$ cat src/rtl/emu_bus_master_if.sv
// Host request/response handshake and emulated peripheral bus for emu_bus_master.
// master = the bus initiator; slave = the harness/peripheral side.
interface emu_bus_master_if;
    logic        req_valid;
    logic        req_ready;
    logic [23:0] req_a1;
    logic [23:0] req_a2;
    logic        rsp_valid;
    logic        rsp_ready;
    logic [31:0] rsp_w;
    logic [23:0] rsp_l;
    logic [1:0]  rsp_status;
    logic        rsp_timeout;
    logic        busy;
    logic [15:0] saddress;
    logic        srd;
    logic        swr;
    logic [31:0] sdata_wr;
    logic [31:0] sdata_rd;

    modport master (
        input  req_valid, req_a1, req_a2, rsp_ready, sdata_rd,
        output req_ready, rsp_valid, rsp_w, rsp_l, rsp_status, rsp_timeout,
               busy, saddress, srd, swr, sdata_wr
    );

    modport slave (
        output req_valid, req_a1, req_a2, rsp_ready, sdata_rd,
        input  req_ready, rsp_valid, rsp_w, rsp_l, rsp_status, rsp_timeout,
               busy, saddress, srd, swr, sdata_wr
    );
endinterface

$ cat src/rtl/emu_bus_master.sv
// Bus initiator: takes a two-argument job, runs write/start/poll/read accesses on the
// emulated peripheral bus and returns the result words on a valid/ready response port.
module emu_bus_master #(
    parameter logic [15:0] ADDR_A1       = 16'h037F,
    parameter logic [15:0] ADDR_A2       = 16'h0388,
    parameter logic [15:0] ADDR_CTRL     = 16'h03A0,
    parameter logic [15:0] ADDR_W        = 16'h0390,
    parameter logic [15:0] ADDR_L        = 16'h0398,
    parameter int unsigned STROBE_CYCLES = 2,
    parameter int unsigned POLL_GAP      = 4,
    parameter int unsigned POLL_LIMIT    = 1024,
    parameter logic [1:0]  BUSY_CODE     = 2'b11
) (
    input logic               clk,
    input logic               n_reset,
    emu_bus_master_if.master  bus
);

    localparam int unsigned CNT_W    = 11;
    localparam int unsigned HOLD_IDX = STROBE_CYCLES + 1;
    localparam int unsigned GAP_LAST = (POLL_GAP > 0) ? POLL_GAP - 1 : 0;
    localparam int unsigned PH_MAX   = (HOLD_IDX > GAP_LAST) ? HOLD_IDX : GAP_LAST;
    localparam int unsigned PH_W     = $clog2(PH_MAX + 1);

    localparam logic [3:0] S_IDLE    = 4'd0;
    localparam logic [3:0] S_WR_A1   = 4'd1;
    localparam logic [3:0] S_WR_A2   = 4'd2;
    localparam logic [3:0] S_WR_CTRL = 4'd3;
    localparam logic [3:0] S_POLL    = 4'd4;
    localparam logic [3:0] S_GAP     = 4'd5;
    localparam logic [3:0] S_RD_W    = 4'd6;
    localparam logic [3:0] S_RD_L    = 4'd7;
    localparam logic [3:0] S_RESP    = 4'd8;

    logic [3:0]       state_q, state_d;
    logic [PH_W-1:0]  cnt_q, cnt_d;
    logic [23:0]      a1_q, a1_d, a2_q, a2_d;
    logic [CNT_W-1:0] poll_q, poll_d;
    logic [31:0]      rsp_w_q, rsp_w_d;
    logic [23:0]      rsp_l_q, rsp_l_d;
    logic [1:0]       rsp_status_q, rsp_status_d;
    logic             rsp_timeout_q, rsp_timeout_d;
    logic             rsp_valid_q, rsp_valid_d;
    logic             req_ready_q, req_ready_d;
    logic             busy_q, busy_d;
    logic [15:0]      saddress_q, saddress_d;
    logic [31:0]      sdata_wr_q, sdata_wr_d;
    logic             srd_q, srd_d, swr_q, swr_d;
    logic             in_strobe;

    // Next state, datapath captures and next (registered) bus/handshake outputs.
    always_comb begin
        state_d       = state_q;
        cnt_d         = cnt_q;
        a1_d          = a1_q;
        a2_d          = a2_q;
        poll_d        = poll_q;
        rsp_w_d       = rsp_w_q;
        rsp_l_d       = rsp_l_q;
        rsp_status_d  = rsp_status_q;
        rsp_timeout_d = rsp_timeout_q;
        saddress_d    = saddress_q;
        sdata_wr_d    = sdata_wr_q;
        srd_d         = 1'b0;
        swr_d         = 1'b0;
        in_strobe     = 1'b0;

        unique case (state_q)
            S_IDLE: begin
                if (bus.req_valid) begin
                    state_d       = S_WR_A1;
                    cnt_d         = '0;
                    a1_d          = bus.req_a1;
                    a2_d          = bus.req_a2;
                    poll_d        = '0;
                    rsp_w_d       = '0;
                    rsp_l_d       = '0;
                    rsp_status_d  = '0;
                    rsp_timeout_d = 1'b0;
                end
            end
            S_GAP: begin
                if (cnt_q == PH_W'(GAP_LAST)) begin
                    state_d = S_POLL;
                    cnt_d   = '0;
                end else begin
                    cnt_d = cnt_q + PH_W'(1);
                end
            end
            S_RESP: begin
                if (bus.rsp_ready) state_d = S_IDLE;
            end
            default: begin
                // Read data is taken on the edge that closes the last strobe cycle.
                if (cnt_q == PH_W'(STROBE_CYCLES)) begin
                    case (state_q)
                        S_POLL: begin
                            rsp_status_d = bus.sdata_rd[1:0];
                            if (poll_q < CNT_W'(POLL_LIMIT)) poll_d = poll_q + CNT_W'(1);
                        end
                        S_RD_W:  rsp_w_d = bus.sdata_rd;
                        S_RD_L:  rsp_l_d = bus.sdata_rd[23:0];
                        default: ;
                    endcase
                end
                if (cnt_q == PH_W'(HOLD_IDX)) begin
                    cnt_d = '0;
                    case (state_q)
                        S_WR_A1:   state_d = S_WR_A2;
                        S_WR_A2:   state_d = S_WR_CTRL;
                        S_WR_CTRL: state_d = S_POLL;
                        S_POLL: begin
                            if (rsp_status_q != BUSY_CODE) begin
                                state_d = S_RD_W;
                            end else if (poll_q < CNT_W'(POLL_LIMIT)) begin
                                state_d = (POLL_GAP == 0) ? S_POLL : S_GAP;
                            end else begin
                                state_d       = S_RESP;
                                rsp_timeout_d = 1'b1;
                                rsp_w_d       = '0;
                                rsp_l_d       = '0;
                            end
                        end
                        S_RD_W:  state_d = S_RD_L;
                        S_RD_L:  state_d = S_RESP;
                        default: state_d = S_IDLE;
                    endcase
                end else begin
                    cnt_d = cnt_q + PH_W'(1);
                end
            end
        endcase

        // Bus outputs follow the state/phase being entered; address held while idle.
        in_strobe = (cnt_d != '0) && (cnt_d <= PH_W'(STROBE_CYCLES));
        case (state_d)
            S_WR_A1: begin
                saddress_d = ADDR_A1;
                sdata_wr_d = {8'h00, a1_d};
                swr_d      = in_strobe;
            end
            S_WR_A2: begin
                saddress_d = ADDR_A2;
                sdata_wr_d = {8'h00, a2_d};
                swr_d      = in_strobe;
            end
            S_WR_CTRL: begin
                saddress_d = ADDR_CTRL;
                sdata_wr_d = 32'h0000_0001;
                swr_d      = in_strobe;
            end
            S_POLL: begin
                saddress_d = ADDR_CTRL;
                srd_d      = in_strobe;
            end
            S_RD_W: begin
                saddress_d = ADDR_W;
                srd_d      = in_strobe;
            end
            S_RD_L: begin
                saddress_d = ADDR_L;
                srd_d      = in_strobe;
            end
            default: ;
        endcase

        req_ready_d = (state_d == S_IDLE);
        busy_d      = (state_d != S_IDLE);
        rsp_valid_d = (state_d == S_RESP);
    end

    // State and output registers.
    always_ff @(posedge clk or negedge n_reset) begin
        if (!n_reset) begin
            state_q       <= S_IDLE;
            cnt_q         <= '0;
            a1_q          <= '0;
            a2_q          <= '0;
            poll_q        <= '0;
            rsp_w_q       <= '0;
            rsp_l_q       <= '0;
            rsp_status_q  <= '0;
            rsp_timeout_q <= 1'b0;
            rsp_valid_q   <= 1'b0;
            req_ready_q   <= 1'b1;
            busy_q        <= 1'b0;
            saddress_q    <= '0;
            sdata_wr_q    <= '0;
            srd_q         <= 1'b0;
            swr_q         <= 1'b0;
        end else begin
            state_q       <= state_d;
            cnt_q         <= cnt_d;
            a1_q          <= a1_d;
            a2_q          <= a2_d;
            poll_q        <= poll_d;
            rsp_w_q       <= rsp_w_d;
            rsp_l_q       <= rsp_l_d;
            rsp_status_q  <= rsp_status_d;
            rsp_timeout_q <= rsp_timeout_d;
            rsp_valid_q   <= rsp_valid_d;
            req_ready_q   <= req_ready_d;
            busy_q        <= busy_d;
            saddress_q    <= saddress_d;
            sdata_wr_q    <= sdata_wr_d;
            srd_q         <= srd_d;
            swr_q         <= swr_d;
        end
    end

    assign bus.req_ready   = req_ready_q;
    assign bus.busy        = busy_q;
    assign bus.rsp_valid   = rsp_valid_q;
    assign bus.rsp_w       = rsp_w_q;
    assign bus.rsp_l       = rsp_l_q;
    assign bus.rsp_status  = rsp_status_q;
    assign bus.rsp_timeout = rsp_timeout_q;
    assign bus.saddress    = saddress_q;
    assign bus.sdata_wr    = sdata_wr_q;
    assign bus.srd         = srd_q;
    assign bus.swr         = swr_q;

endmodule

$ cat src/flat_wrapper.sv
// flat-port wrapper written by rule: the top's interface ports become plain ports
module emu_bus_master_flat 
#(
    parameter logic [15:0] ADDR_A1       = 16'h037F,
    parameter logic [15:0] ADDR_A2       = 16'h0388,
    parameter logic [15:0] ADDR_CTRL     = 16'h03A0,
    parameter logic [15:0] ADDR_W        = 16'h0390,
    parameter logic [15:0] ADDR_L        = 16'h0398,
    parameter int unsigned STROBE_CYCLES = 2,
    parameter int unsigned POLL_GAP      = 4,
    parameter int unsigned POLL_LIMIT    = 1024,
    parameter logic [1:0]  BUSY_CODE     = 2'b11
)
  (clk, n_reset, bus_req_valid, bus_req_a1, bus_req_a2, bus_rsp_ready, bus_sdata_rd, bus_req_ready, bus_rsp_valid, bus_rsp_w, bus_rsp_l, bus_rsp_status, bus_rsp_timeout, bus_busy, bus_saddress, bus_srd, bus_swr, bus_sdata_wr);
  emu_bus_master_if bus_i ();
  input logic clk;
  input logic n_reset;
  input wire logic [$bits(bus_i.req_valid)-1:0] bus_req_valid;
  input wire logic [$bits(bus_i.req_a1)-1:0] bus_req_a1;
  input wire logic [$bits(bus_i.req_a2)-1:0] bus_req_a2;
  input wire logic [$bits(bus_i.rsp_ready)-1:0] bus_rsp_ready;
  input wire logic [$bits(bus_i.sdata_rd)-1:0] bus_sdata_rd;
  output wire logic [$bits(bus_i.req_ready)-1:0] bus_req_ready;
  output wire logic [$bits(bus_i.rsp_valid)-1:0] bus_rsp_valid;
  output wire logic [$bits(bus_i.rsp_w)-1:0] bus_rsp_w;
  output wire logic [$bits(bus_i.rsp_l)-1:0] bus_rsp_l;
  output wire logic [$bits(bus_i.rsp_status)-1:0] bus_rsp_status;
  output wire logic [$bits(bus_i.rsp_timeout)-1:0] bus_rsp_timeout;
  output wire logic [$bits(bus_i.busy)-1:0] bus_busy;
  output wire logic [$bits(bus_i.saddress)-1:0] bus_saddress;
  output wire logic [$bits(bus_i.srd)-1:0] bus_srd;
  output wire logic [$bits(bus_i.swr)-1:0] bus_swr;
  output wire logic [$bits(bus_i.sdata_wr)-1:0] bus_sdata_wr;
  assign bus_i.req_valid = bus_req_valid;
  assign bus_i.req_a1 = bus_req_a1;
  assign bus_i.req_a2 = bus_req_a2;
  assign bus_i.rsp_ready = bus_rsp_ready;
  assign bus_i.sdata_rd = bus_sdata_rd;
  assign bus_req_ready = bus_i.req_ready;
  assign bus_rsp_valid = bus_i.rsp_valid;
  assign bus_rsp_w = bus_i.rsp_w;
  assign bus_rsp_l = bus_i.rsp_l;
  assign bus_rsp_status = bus_i.rsp_status;
  assign bus_rsp_timeout = bus_i.rsp_timeout;
  assign bus_busy = bus_i.busy;
  assign bus_saddress = bus_i.saddress;
  assign bus_srd = bus_i.srd;
  assign bus_swr = bus_i.swr;
  assign bus_sdata_wr = bus_i.sdata_wr;
  emu_bus_master #(.ADDR_A1(ADDR_A1), .ADDR_A2(ADDR_A2), .ADDR_CTRL(ADDR_CTRL), .ADDR_W(ADDR_W), .ADDR_L(ADDR_L), .STROBE_CYCLES(STROBE_CYCLES), .POLL_GAP(POLL_GAP), .POLL_LIMIT(POLL_LIMIT), .BUSY_CODE(BUSY_CODE)) u_core (.clk(clk), .n_reset(n_reset), .bus(bus_i));
endmodule
$ cat config.mk
export PLATFORM = sky130hd
export DESIGN_NAME = emu_bus_master_flat
export DESIGN_NICKNAME = d
export VERILOG_FILES = /design/src/rtl/emu_bus_master_if.sv /design/src/rtl/emu_bus_master.sv /design/src/flat_wrapper.sv
export SDC_FILE = /design/constraint.sdc
export NUM_CORES = 1
export LEC_CHECK = 0
export ABC_AREA = 1
export BUFFER_PORTS_ARGS = -buffer_cell sky130_fd_sc_hd__buf_4
export CAP_MARGIN = 0
export CORE_ASPECT_RATIO = 1.5
export CORE_MARGIN = 8
export CORE_UTILIZATION = 45
export DETAILED_ROUTE_END_ITERATION = 8
export PLACE_DENSITY = 0.71
export SKIP_LAST_GASP = 1
export SYNTH_ARGS = -nofsm -noshare
export SYNTH_HDL_FRONTEND = slang
export SYNTH_SLANG_ARGS = --single-unit
export TNS_END_PERCENT = 5
$ cat constraint.sdc
create_clock -name clk -period 2.53 [get_ports clk]
set_input_delay 0.1265 -clock clk [delete_from_list [all_inputs] [get_ports clk]]
set_output_delay 0.1265 -clock clk [all_outputs]
set_load 0.005 [all_outputs]
==> summary.txt <==
Run status
  – Status: complete, no violations

Synth
  – Cell taking the most area after synthesis: dfrtp_1
  – Post-synth top area share: a little under three fifths
  – XOR/XNOR share of the synthesized area: less than 1%
  – Sequential area share after synthesis: 56.5%
  – Seq cells post-synth: between 150 and 200
  – Post-synth EDFFs: 0
  – Synth cell count leaders: nand2_1 (351), dfrtp_1 (158), inv_1 (54), nand3_1 (51), o21ai_0 (47)
  – Largest family of logic cells by synthesized area: simple AND/OR/NAND/NOR gates
  – Most frequent cell after synthesis: nand2_1
  – Post-Syn Area: 0.00705 mm^2
  – Post-Synth Adder-Cell Area: 0.532%
  – Mean Syn Cell Area: around 8.6 um^2
  – Mux contribution to synthesized area: 0%
  – Simple-Gate Fraction of Synth Area: 27.6%
  – Cells after synthesis: 818
  – Top post-synthesis cells by area: dfrtp_1 (56%), nand2_1 (19%), nand3_1 (3.6%)
  – Synth warn: 0
  – Async set-or-reset flop fraction in the synthesized netlist: 100%
  – Main flop type after synthesis: dfrtp_1
  – Synth Area in Compound Gates: about 6.5%
  – Cell variety after synth: 37

STA
  – Setup violations, final: 0
  – Max-slew violation count: 0
  – Slew Limit Headroom: 49.1%
  – Setup TNS: 0 ps
  – Final Cycle Share: 83.1%
  – PnR worst setup slack: 429 ps
  – Hold Violations, Final: 0
  – Clock skew: 9.14 ps
  – Least-Margin Pin Slew: 762 ps
  – RSZ-0062 raised after global routing: no
  – Highest clock rate: between 400 and 500 MHz
  – Min Tclk post-route: 2100 ps

Clocking
  – CTS sink count: 159
  – Gates resized, CTS repair: 0
  – Root buf cell: clkbuf_16
  – Clock buffer count from CTS: 17
  – CTS tree: done
  – H-tree level count: 4
  – Worst-Skew Late Latency: approximately 420 ps
  – Setup repair bufs after CTS: 0
  – Clk buf depth: 2
  – Clock transition at path regs: 60 ps

Placed design
  – Hpwl dp: about 14 mm
  – Dpl ws: 428 ps
  – Final GP Congestion: 0.837
  – Port Buf Inserts: approximately 180

Floorplanning
  – Die Area: roughly 0.02 mm^2
  – Die width: 118 um
  – Initial Utilization: roughly 46%
  – Core Box Area: 0.0155 mm^2
  – Placement Rows: 56
  – Die height: between 150 and 200 um
  – Ports: 196

Worst setup path
  – Worst reg2reg path endpoint: u_core.poll_q[6]
  – Launching point of the worst reg2reg path: u_core.state_q[1]
  – Setup crit start: u_core.state_q[1]
  – Critical path launch point type: register
  – CP Class: reg -> reg
  – Flop-to-flop setup slack: 430 ps
  – Worst-case reg-to-reg path depth: 12
  – Worst path required time: around 2900 ps
  – CP max FO: 13
  – CP Data Arrival Time: 2450 ps
  – CP Capture Type: register
  – Last element of the critical path: u_core.poll_q[6]

Global route
  – Initial antenna violation count: 0
  – Vias in the first global route: 6551
  – First-pass GRT wire length: 33.3 mm
  – GRT busiest layer: met2
  – Total track usage: 20.5%
  – Largest net degree at the start of global routing: 79
  – Met1 Use GR: 23.9%
  – Grt ovf: 0
  – GRT met3 Usage: 4.53%
  – Met2 usage: 35.6%

Worst hold path
  – Tightest Hold Check Type: in -> reg

Pwr
  – Max VDD drop: ~0.7 mV
  – Lkg Pwr: 0.00523 uW
  – Pwr/cell area: approximately 1200 mW/mm^2

Drt
  – Total wire length: 20.0 mm
  – ANT nets after route: 0
  – Avg Vias per Cell: 4.90
  – DRT iter0 DRCs: 373
  – Vias: ~6300
  – Post-route DRC: 0
  – WL per Instance: 15.6 um
  – 1st-pass router iterations: 5

Job
  – Max-cap violation count: 0

Final layout
  – # nets final: 1153
  – Multi-input logic area: 0.00254 mm^2
  – Layout cell share with drive strength beyond 1: 24.0%
  – Register area: 0.00398 mm^2
  – Fillers: 1291
  – Area growth syn-to-layout: 39.8%
  – Antenna cells: 0
==> worst min-delay path by stage <==
stage / start / to / slack (ps) / depth (start not counted)
final: bus_sdata_rd[2] / u_core.bus.rsp_l[2] / 8 / 3
after global routing: bus_sdata_rd[0] / u_core.bus.rsp_status[0] / 20 / 3
after floorplan: n_reset / u_core.a1_q[0] / -170 / 0
after detailed placement: n_reset / u_core.bus.rsp_w[10] / 120 / 1
after CTS: bus_sdata_rd[2] / u_core.bus.rsp_l[2] / 1 / 3
after global placement: n_reset / u_core.bus.rsp_l[9] / 110 / 1
==> timing repair <==
action	4_1_cts	5_1_grt
hold buffers	75	0
hold endpoints to repair	138	0
endpoints found under the setup margin	0	0
==> sequential cells by signal (all words and copies together) (netlist names), 2 cells and up <==
register and flops:
u_core.poll_q 11, u_core.state_q 4, u_core.a1_q 24, u_core.bus.saddress 6
u_core.cnt_q 2, u_core.bus.sdata_wr 24, u_core.bus.rsp_l 24, u_core.bus.rsp_status 2
u_core.bus.rsp_w 32, u_core.a2_q 24
==> metrics by stage <==
| step | hold slack (ps) | area [um^2] | util [%] | power, uW | instances |
|---|---|---|---|---|---|
| after floorplan | -169 | 7100 | - | 7620 | 831 |
| after CTS | 1.44 | 9860 | 63.6 | 12100 | 1282 |
| final | 7.97 | 9860 | 63.6 | 12000 | 1282 |
| after global placement | 113 | 8480 | 54.7 | 9150 | 1175 |
| after detailed placement | 117 | 8480 | 54.7 | 9280 | 1175 |
| after global routing | 18.6 | 9860 | 63.6 | 13000 | 1282 |
==> cells in the final DEF, fill, tap and decap left out, types with 12 or more instances in the layout <==
cell and count:
clkbuf_16 17, nand2_1 351, dlygate4sd3_1 75, nor2_1 12, nand3_1 51, dfrtp_1 158, buf_4 190, inv_1 54
conb_1 14, o21ai_0 47, o21ai_1 12
==> cell families after synthesis <==
kind of cell,count (synthesis)
adder cells (fa/ha/maj),3
AND/OR/NAND/NOR,454
flip-flops,159
buffers and inverters,115
AO/OA/AOI/OAI,81
other,1
XOR/XNOR,5
==> area by class of cell <==
class	instances	share of cell area, %
tap	203	2.58
sequential	159	40.4
clock buffer	19	4.49
inverter	64	2.49
timing repair buffer	267	22.4
clock inverter	13	1.89
multi-input combinational	557	25.8
==> per-layer routing <==
metal	wire length, um	vias to the layer above
met3	1080	40
met4	627	0
met1	8100	2977
met2	10200	224
met5	0	-
li1	-	3045
==> worst max-delay path, cell delays in order (launching register included) <==
cell      delay, ps
dfrtp_1         560
clkinv_1        130
nand2_2         100
nor2_1           70
nand2_1         100
nand2_1          70
inv_2            70
nand2_2          90
a21oi_2         430
nand3_1         180
nand2_1         100
nand2_1          50
nor2_1           80
==> where the power goes <==
part | switching, uW | internal, uW
clock | 1030 | 1680
sequential | 477 | 3470
combinational | 3390 | 1960
(Power assumes the default switching activity.)
